## src/rtl/dma_reg_arbiter.sv

```systemverilog
// ---------------------------------------------------------------------------
// dma_reg_arbiter
//
// Shares one register-interface master port (towards the DMA reg-to-AXI
// bridge) among NumReq register-interface requesters. Round-robin selection,
// a single outstanding transfer, and the winner's request fields are latched
// so the bridge sees a stable request for the whole transfer.
//
// Packed record layouts (MSB first):
//   request  : {addr[ADDR_W-1:0], write, wdata[DATA_W-1:0], wstrb[DATA_W/8-1:0], valid}
//   response : {rdata[DATA_W-1:0], error, ready}
// Requester k occupies slice [k*REQ_W +: REQ_W] of req_i and
// [k*RSP_W +: RSP_W] of rsp_o.
//
// Ports:
//   clk_i      in   clock
//   rst_ni     in   asynchronous active-low reset
//   req_i      in   NumReq packed requests from the requesters
//   rsp_o      out  NumReq packed responses to the requesters
//   req_o      out  packed request to the bridge
//   rsp_i      in   packed response from the bridge
//   busy_o     out  transfer in flight (state != IDLE)
//   gnt_idx_o  out  index of the latched winner, meaningful while busy_o
//
// Optional feature (macro DMA_REG_ARB_TIMEOUT_EN):
//   When defined, a busy counter aborts a transfer after TimeoutCycles BUSY
//   cycles without a bridge ready. The requester gets {rdata=0, error=1,
//   ready=1}, and the arbiter then sits in DRAIN, still presenting the
//   latched request, until the bridge finally answers; that late answer is
//   discarded. When undefined, BUSY waits indefinitely.
// ---------------------------------------------------------------------------
module dma_reg_arbiter #(
    parameter int NumReq        = 2,
    parameter int TimeoutCycles = 1024,
    parameter int ADDR_W        = 32,
    parameter int DATA_W        = 32,
    localparam int STRB_W       = DATA_W / 8,
    localparam int REQ_W        = ADDR_W + 1 + DATA_W + STRB_W + 1,
    localparam int RSP_W        = DATA_W + 2,
    localparam int IDX_W        = (NumReq > 1) ? $clog2(NumReq) : 1
) (
    input  logic                    clk_i,
    input  logic                    rst_ni,
    input  logic [NumReq*REQ_W-1:0] req_i,
    output logic [NumReq*RSP_W-1:0] rsp_o,
    output logic [REQ_W-1:0]        req_o,
    input  logic [RSP_W-1:0]        rsp_i,
    output logic                    busy_o,
    output logic [IDX_W-1:0]        gnt_idx_o
);

    // Elaboration-time sanity check on the configuration.
    if (NumReq < 2 || TimeoutCycles < 1) begin : g_bad_params
        $error("dma_reg_arbiter: NumReq must be >= 2 and TimeoutCycles >= 1");
    end

    localparam logic [1:0] IDLE  = 2'd0;
    localparam logic [1:0] BUSY  = 2'd1;
`ifdef DMA_REG_ARB_TIMEOUT_EN
    localparam logic [1:0] DRAIN = 2'd2;
`endif

    // Latched request without its valid bit; valid is derived from the state.
    localparam int LAT_W = REQ_W - 1;

    logic [1:0]       state_q, state_d;
    logic [IDX_W-1:0] ptr_q, ptr_d;
    logic [IDX_W-1:0] gnt_q, gnt_d;
    logic [LAT_W-1:0] lat_q, lat_d;
`ifdef DMA_REG_ARB_TIMEOUT_EN
    logic [31:0]      cnt_q, cnt_d;
`endif

    logic             arb_found;
    logic [IDX_W-1:0] arb_idx;
    logic [IDX_W-1:0] ptr_next;
    logic             bridge_ready;

    assign bridge_ready = rsp_i[0];

    // Round-robin pick: first valid requester at or after the pointer,
    // wrapping NumReq-1 -> 0.
    always_comb begin
        arb_found = 1'b0;
        arb_idx   = '0;
        for (int i = 0; i < NumReq; i++) begin
            if (!arb_found && req_i[((int'(ptr_q) + i) % NumReq) * REQ_W]) begin
                arb_found = 1'b1;
                arb_idx   = IDX_W'((int'(ptr_q) + i) % NumReq);
            end
        end
    end

    // Pointer moves just past the completed winner; only used on completion.
    assign ptr_next = (gnt_q == IDX_W'(NumReq - 1)) ? '0 : gnt_q + IDX_W'(1);

    always_comb begin
        state_d = state_q;
        ptr_d   = ptr_q;
        gnt_d   = gnt_q;
        lat_d   = lat_q;
`ifdef DMA_REG_ARB_TIMEOUT_EN
        cnt_d   = cnt_q;
`endif
        rsp_o   = '0;

        case (state_q)
            IDLE: begin
                if (arb_found) begin
                    gnt_d   = arb_idx;
                    lat_d   = req_i[int'(arb_idx) * REQ_W + 1 +: LAT_W];
                    state_d = BUSY;
`ifdef DMA_REG_ARB_TIMEOUT_EN
                    cnt_d   = '0;
`endif
                end
            end

            BUSY: begin
                // A ready arriving on the timeout cycle still completes normally.
                if (bridge_ready) begin
                    rsp_o[int'(gnt_q) * RSP_W +: RSP_W] = {rsp_i[RSP_W-1:1], 1'b1};
                    ptr_d   = ptr_next;
                    state_d = IDLE;
                end
`ifdef DMA_REG_ARB_TIMEOUT_EN
                else if (cnt_q == 32'(TimeoutCycles - 1)) begin
                    rsp_o[int'(gnt_q) * RSP_W +: RSP_W] = {{DATA_W{1'b0}}, 1'b1, 1'b1};
                    state_d = DRAIN;
                end else begin
                    cnt_d = cnt_q + 32'd1;
                end
`endif
            end

`ifdef DMA_REG_ARB_TIMEOUT_EN
            DRAIN: begin
                // Requester already got its error; the bridge's late answer is dropped.
                if (bridge_ready) begin
                    ptr_d   = ptr_next;
                    state_d = IDLE;
                end
            end
`endif

            default: begin
                state_d = IDLE;
            end
        endcase
    end

    always_ff @(posedge clk_i or negedge rst_ni) begin
        if (!rst_ni) begin
            state_q <= IDLE;
            ptr_q   <= '0;
            gnt_q   <= '0;
            lat_q   <= '0;
`ifdef DMA_REG_ARB_TIMEOUT_EN
            cnt_q   <= '0;
`endif
        end else begin
            state_q <= state_d;
            ptr_q   <= ptr_d;
            gnt_q   <= gnt_d;
            lat_q   <= lat_d;
`ifdef DMA_REG_ARB_TIMEOUT_EN
            cnt_q   <= cnt_d;
`endif
        end
    end

    assign busy_o    = (state_q != IDLE);
    assign req_o     = {lat_q, busy_o};
    assign gnt_idx_o = gnt_q;

`ifndef SYNTHESIS
    // A granted requester must hold valid until it receives ready.
    a_valid_held: assert property (
        @(posedge clk_i) disable iff (!rst_ni)
        (state_q == BUSY) |-> req_i[int'(gnt_q) * REQ_W]
    ) else $error("dma_reg_arbiter: requester %0d dropped valid while granted", gnt_q);
`endif

endmodule

```

## config.mk

```make
export PLATFORM = sky130hd
export DESIGN_NAME = dma_reg_arbiter
export DESIGN_NICKNAME = d
export VERILOG_FILES = /design/src/rtl/dma_reg_arbiter.sv
export SDC_FILE = /design/constraint.sdc
export NUM_CORES = 1
export LEC_CHECK = 0
export CAP_MARGIN = 20
export CORE_AREA = 2 2 124 126
export CTS_BUF_LIST = sky130_fd_sc_hd__clkbuf_8
export DETAILED_ROUTE_END_ITERATION = 12
export DIE_AREA = 0 0 126 128
export HOLD_SLACK_MARGIN = 0.02
export PLACE_DENSITY = 0.82
export SYNTH_ARGS = -nofsm -noshare
export SYNTH_HDL_FRONTEND = slang
export SYNTH_SLANG_ARGS = --single-unit
```

## constraint.sdc

```tcl
create_clock -name clk_i -period 1.3 [get_ports clk_i]
set_input_delay 0.325 -clock clk_i [delete_from_list [all_inputs] [get_ports clk_i]]
set_output_delay 0.325 -clock clk_i [all_outputs]
set_load 0.05 [all_outputs]
```

* After elaboration in Yosys (flattened, before gate mapping)
Cells that the tools add are included.
** Word-level totals
- Input port bits :: 176
- Register bits :: 73
- Logic and storage cells :: 45
- Latch bits :: 0
- Bits in read-only memories :: 0
- Memories :: 0
- Bits in writable memories :: 0
** Operators by class
- Equality and inequality tests :: 3
- Magnitude comparators :: 2
- Multiplexer cells :: 16
- Reductions and logical operators :: 7
- Bitwise operators :: 2
- Shifts and indexed selects :: 3
- Add/sub/neg operators :: 4
- Multipliers :: 4
- Divide/modulo/power cells :: 0
** Operators with widths (number)
- 140-bit by 10-bit indexed part select with 69-bit output :: 1
- 68-bit two-way mux :: 2
- 68-bit AND :: 1
- 34-bit by 33-bit variable shift with 68-bit output, first input constant :: 1
- 34-bit by 33-bit indexed part select with 68-bit output :: 1
- 7-bit negation with 33-bit output :: 1
- 1-bit binary-select mux with 7-bit select :: 2
- 1-bit by 6-bit multiplier with 7-bit output, second input constant :: 2
- 10-bit less-than comparator, second input constant :: 1
- 8-bit by 1-bit adder with 9-bit output, second input constant :: 1
- 8-bit by 9-bit less-than comparator with 1-bit output, second input constant :: 1
- 2-bit by 7-bit multiplier with 9-bit output, second input constant :: 1
- 1-bit two-way mux :: 9
- 1-bit by 5-bit multiplier with 6-bit output, second input constant :: 1
- 2-bit AND reduction :: 3
- 2-bit two-way mux :: 2
- 2-bit inequality test, second input constant :: 2
- 2-bit one-hot mux with 2 select lines :: 1
- 1-bit adder, second input constant :: 2
- 2-bit by 1-bit equality test with 1-bit output, second input constant :: 1
- 2-bit zero test :: 1
- 2-bit nonzero test :: 1
- 1-bit AND, first input constant :: 1
- 1-bit logical AND :: 1
- 1-bit zero test :: 1

* Longest topological paths before layout
- Word-level depth :: 11
- Mapped depth :: 6

* Worst setup path after synthesis
Ideal clock, no wire load.
- Path kind :: register to output
- Start :: reg state_q[0]
- End :: out rsp_o[26]
- Stages on the path, launching flop included :: 5
- Data arrival time :: 1.893 ns
- Path buffers :: 1
- Setup slack :: -0.918 ns
- Cells stage by stage :: dfrtp_1 nand2_1 nor2_2 buf_2 and2_1
** Between the ends
- Longest elaborated chain between the ends :: 2
** RTL lines
- start, declared :: RTL line 66 : logic [1:0] state_q, state_d;
- start signal, assigned :: RTL line 162 : state_q <= state_d;
- 2-bit by 1-bit equality test with 1-bit output :: RTL line 107 : case (state_q)
- 68-bit two-way mux :: RTL line 107
- end, declared :: RTL line 45 : output logic [NumReq*RSP_W-1:0] rsp_o,
Every way passes these cells.

* Worst setup path in the final report
- Start :: reg state_q[0]
- End :: out rsp_o[4]
Same word-level chain as after synthesis.

==> results.toml <==
[finish]
areaGrowthSynthToFinish_pct = 164.2
fill_cells = 985
drive_gt1_frac = 0.4532
regArea_um2 = 1822
final_nets = 1006
multiInputGateArea_um2 = 2577
insertedDiodeCount = 0
fin_area_um2 = 10500
postLayoutCoreUtil = 0.7061

[worst_setup_path]
r2r_cells = 9
path_max_fanout = 25
startpoint_type = "flip-flop"
cpPeakStageDelay_ns = 0.41
path_cells = "nand2_4 > nor2_4 > buf_12 > and2_2 > buf_12"
path_common_cell = "buf_12"
r2r_slack_ns = -0.45
r2r_start = "state_q[0]"
critical_path_buf_inv_count = 2
crit_family = "simple AND/OR/NAND/NOR gates"
crit_arrival_ns = 1.55
endpoint_kind = "output pin"
slowest_stage = "dfrtp_2"
required_ns = 0.98
rr_endpoint = "lat_q[68]"
criticalPathCategory = "reg2out"

[grt]
track_usage = 0.2685
grt_pass1_vias = 5383
grt_pass1_wl_um = 32610
overflow = 0
antenna_found_initial = 0
grt_max_degree = 43

[floorplanning]
die_x_um = 126
ios = 316
core_um2 = 14860
die_area_um2 = 16130
fp.dieH_um = 128
initial_core_util = 0.2673
std_cell_rows = 45

[sta]
fin_crit_sh = 1.442
worstMarginPinSlew_ns = 0.4862
skew_ns = 0.01879
fmax_mhz = 533.3
finalHoldViolCount = 0
maxSlewHeadroom = 0.6758
finalSetupViolCount = 145
fin_ws_ns = -0.5750
drv_slew = 0
grt_setup_unrepaired = "true"
period_needed_ns = 1.875

[synthesis]
synth.distinct_cells = 20
ys_ff_latch = 72
synthTopCellsByCount = "72 x dfrtp_1, 69 x a31oi_1, 69 x nand3_1, 69 x nor2_1, 69 x o21ai_0"
syn-num-nets = 653
syn_inst = 477
synthArstFlopShare = 1.000
yosysMostFrequentCell = "dfrtp_1"
synth_area_per_cell_um2 = 8.328
synth_edf_count = 0
yosys_warnings = 0
ys_top_cells_by_area = "dfrtp_1 45%, a31oi_1 11%, and2_1 10%"
yosysTopAreaCell = "dfrtp_1"
syn_area_um2 = 3973
synth_ff_type = "dfrtp_1"
ys_seq_area_frac = 0.4535
netlist.area_leader.share = 0.4535

[detailed_routing]
drtAntennaViolNets = 0
drc_errors = 0
avgRoutedWirePerCell_um = 22.77
drt_wl_total_um = 23270
via_per_inst = 5.289
first_iter_violations = 301
dr.pass1.iters = 4
vias = 5405

[clock_tree]
clock-sinks = 72
cts_tree = "built"
clock_latency_ns = 0.36
cts-root-buf = "clkbuf_8"
htreeDepth = 3
path_clk_slew_ns = 0.09
cts_made_buffers = 9
clock_path_buffers = 2

[place]
dp_slack_ns = -0.5977
io_buffer_count = 315
gp_congestion = 0.8340
placed_cell_area_um2 = 8976
hpwl_um = 14500

[power]
ir_worst_vdd_v = 0.0007394
p_leak_nw = 4.176
total_power_w = 0.01436
p_per_area_nw_per_um2 = 1368

[hold_path]
min-delay-path-class = "in2async"

[run_status]
outcome = "finished, violations left"
failed_checks = "negative setup slack"

[run]
maxCapViolations = 0
==> final cells by class <==
type	instances	share of cell area
clock buffer	9	0.01180
clock inverter	6	0.002861
inverter	2	0.0007153
multi-input combinational	352	0.2456
sequential	72	0.1736
tap	188	0.02241
timing repair buffer	393	0.5430
==> power breakdown <==
part / leakage, nW / switching, W / internal, W / total, W
Sequential: 0.788 / 0.000691 / 0.00281 / 0.00350
Clock: 0.0872 / 0.000897 / 0.000659 / 0.00156
Combinational: 3.30 / 0.00463 / 0.00467 / 0.00930
Total: 4.18 / 0.00621 / 0.00815 / 0.0144
==> worst min-delay path, cell delays in order <==
cell           delay, ns
dlygate4sd3_1       0.52
buf_4               0.12
buf_12              0.22
==> routing by layer <==
metal / vias to the layer above / global-route usage / share of wire
met5: - / 0 / 0
met4: 0 / 0.1015 / 0.025
met3: 34 / 0.08222 / 0.078
met2: 290 / 0.4842 / 0.54
met1: 2682 / 0.2971 / 0.35
li1: 2399 / - / -
==> layout by cell type, fill, tap and decap left out, types with 9 or more instances in the layout <==
master,synthesis,routed
clkdlybuf4s50_1,0,172
buf_12,0,164
nand3_1,69,69
o21ai_0,69,63
and2_4,0,60
dfrtp_1,72,56
a31oi_1,69,44
nor2_1,69,40
buf_4,7,29
nor2_4,0,23
a31oi_4,0,20
dfrtp_2,0,16
buf_6,6,14
clkbuf_8,0,9
buf_16,0,9
==> state kept, by name (all words and copies together), names as in the netlist <==
| signal | count |
|---|---|
| lat_q | 69 |
| ptr_q | 1 |
| state_q | 1 |
| gnt_idx_o | 1 |
==> metrics by stage <==
| step | TNS, ns | instances | hold WS [ns] |
|---|---|---|---|
| 3_3_place_gp | -64.96 | 955 | 0.3017 |
| 2_1_floorplan | -17.48 | 477 | 0.02941 |
| 5_1_grt | -69.63 | 1022 | 0.4364 |
| 3_5_place_dp | -67.18 | 955 | 0.3041 |
| 4_1_cts | -59.88 | 1013 | 0.4393 |
| 6_report | -62.19 | 1022 | 0.4504 |
==> cell families (layout without fill, tap and decap cells) <==
| family | count (synthesis) | in the layout | synth area share |
|---|---|---|---|
| and+or+nand+nor | 209 | 209 | 0.2636 |
| AOI/OAI and AO/OA | 142 | 143 | 0.2060 |
| DFF | 72 | 72 | 0.4535 |
| buffers and inverters | 54 | 410 | 0.07685 |
==> timing repair <==
item / in CTS / in global routing
pin swaps: 3 / 4
hold buffers: 1 / 0
endpoints found under the hold margin: 37 / 0
resized for setup: 49 / 117
setup buffers: 23 / 23
gates cloned: 19 / 0
endpoints found under the setup margin: 149 / 176
==> worst max-delay path by stage <==
stage / endpoint / startpoint / cells past startpoint
floorplan: rsp_o[26] / state_q[0] / 4
global placement: rsp_o[62] / rsp_i[0] / 6
detailed placement: rsp_o[4] / rsp_i[0] / 6
CTS: rsp_o[62] / gnt_idx_o / 5
global route: rsp_o[4] / state_q[0] / 5
finish: rsp_o[4] / state_q[0] / 5
Note: power is estimated with default switching activity, not from simulation.
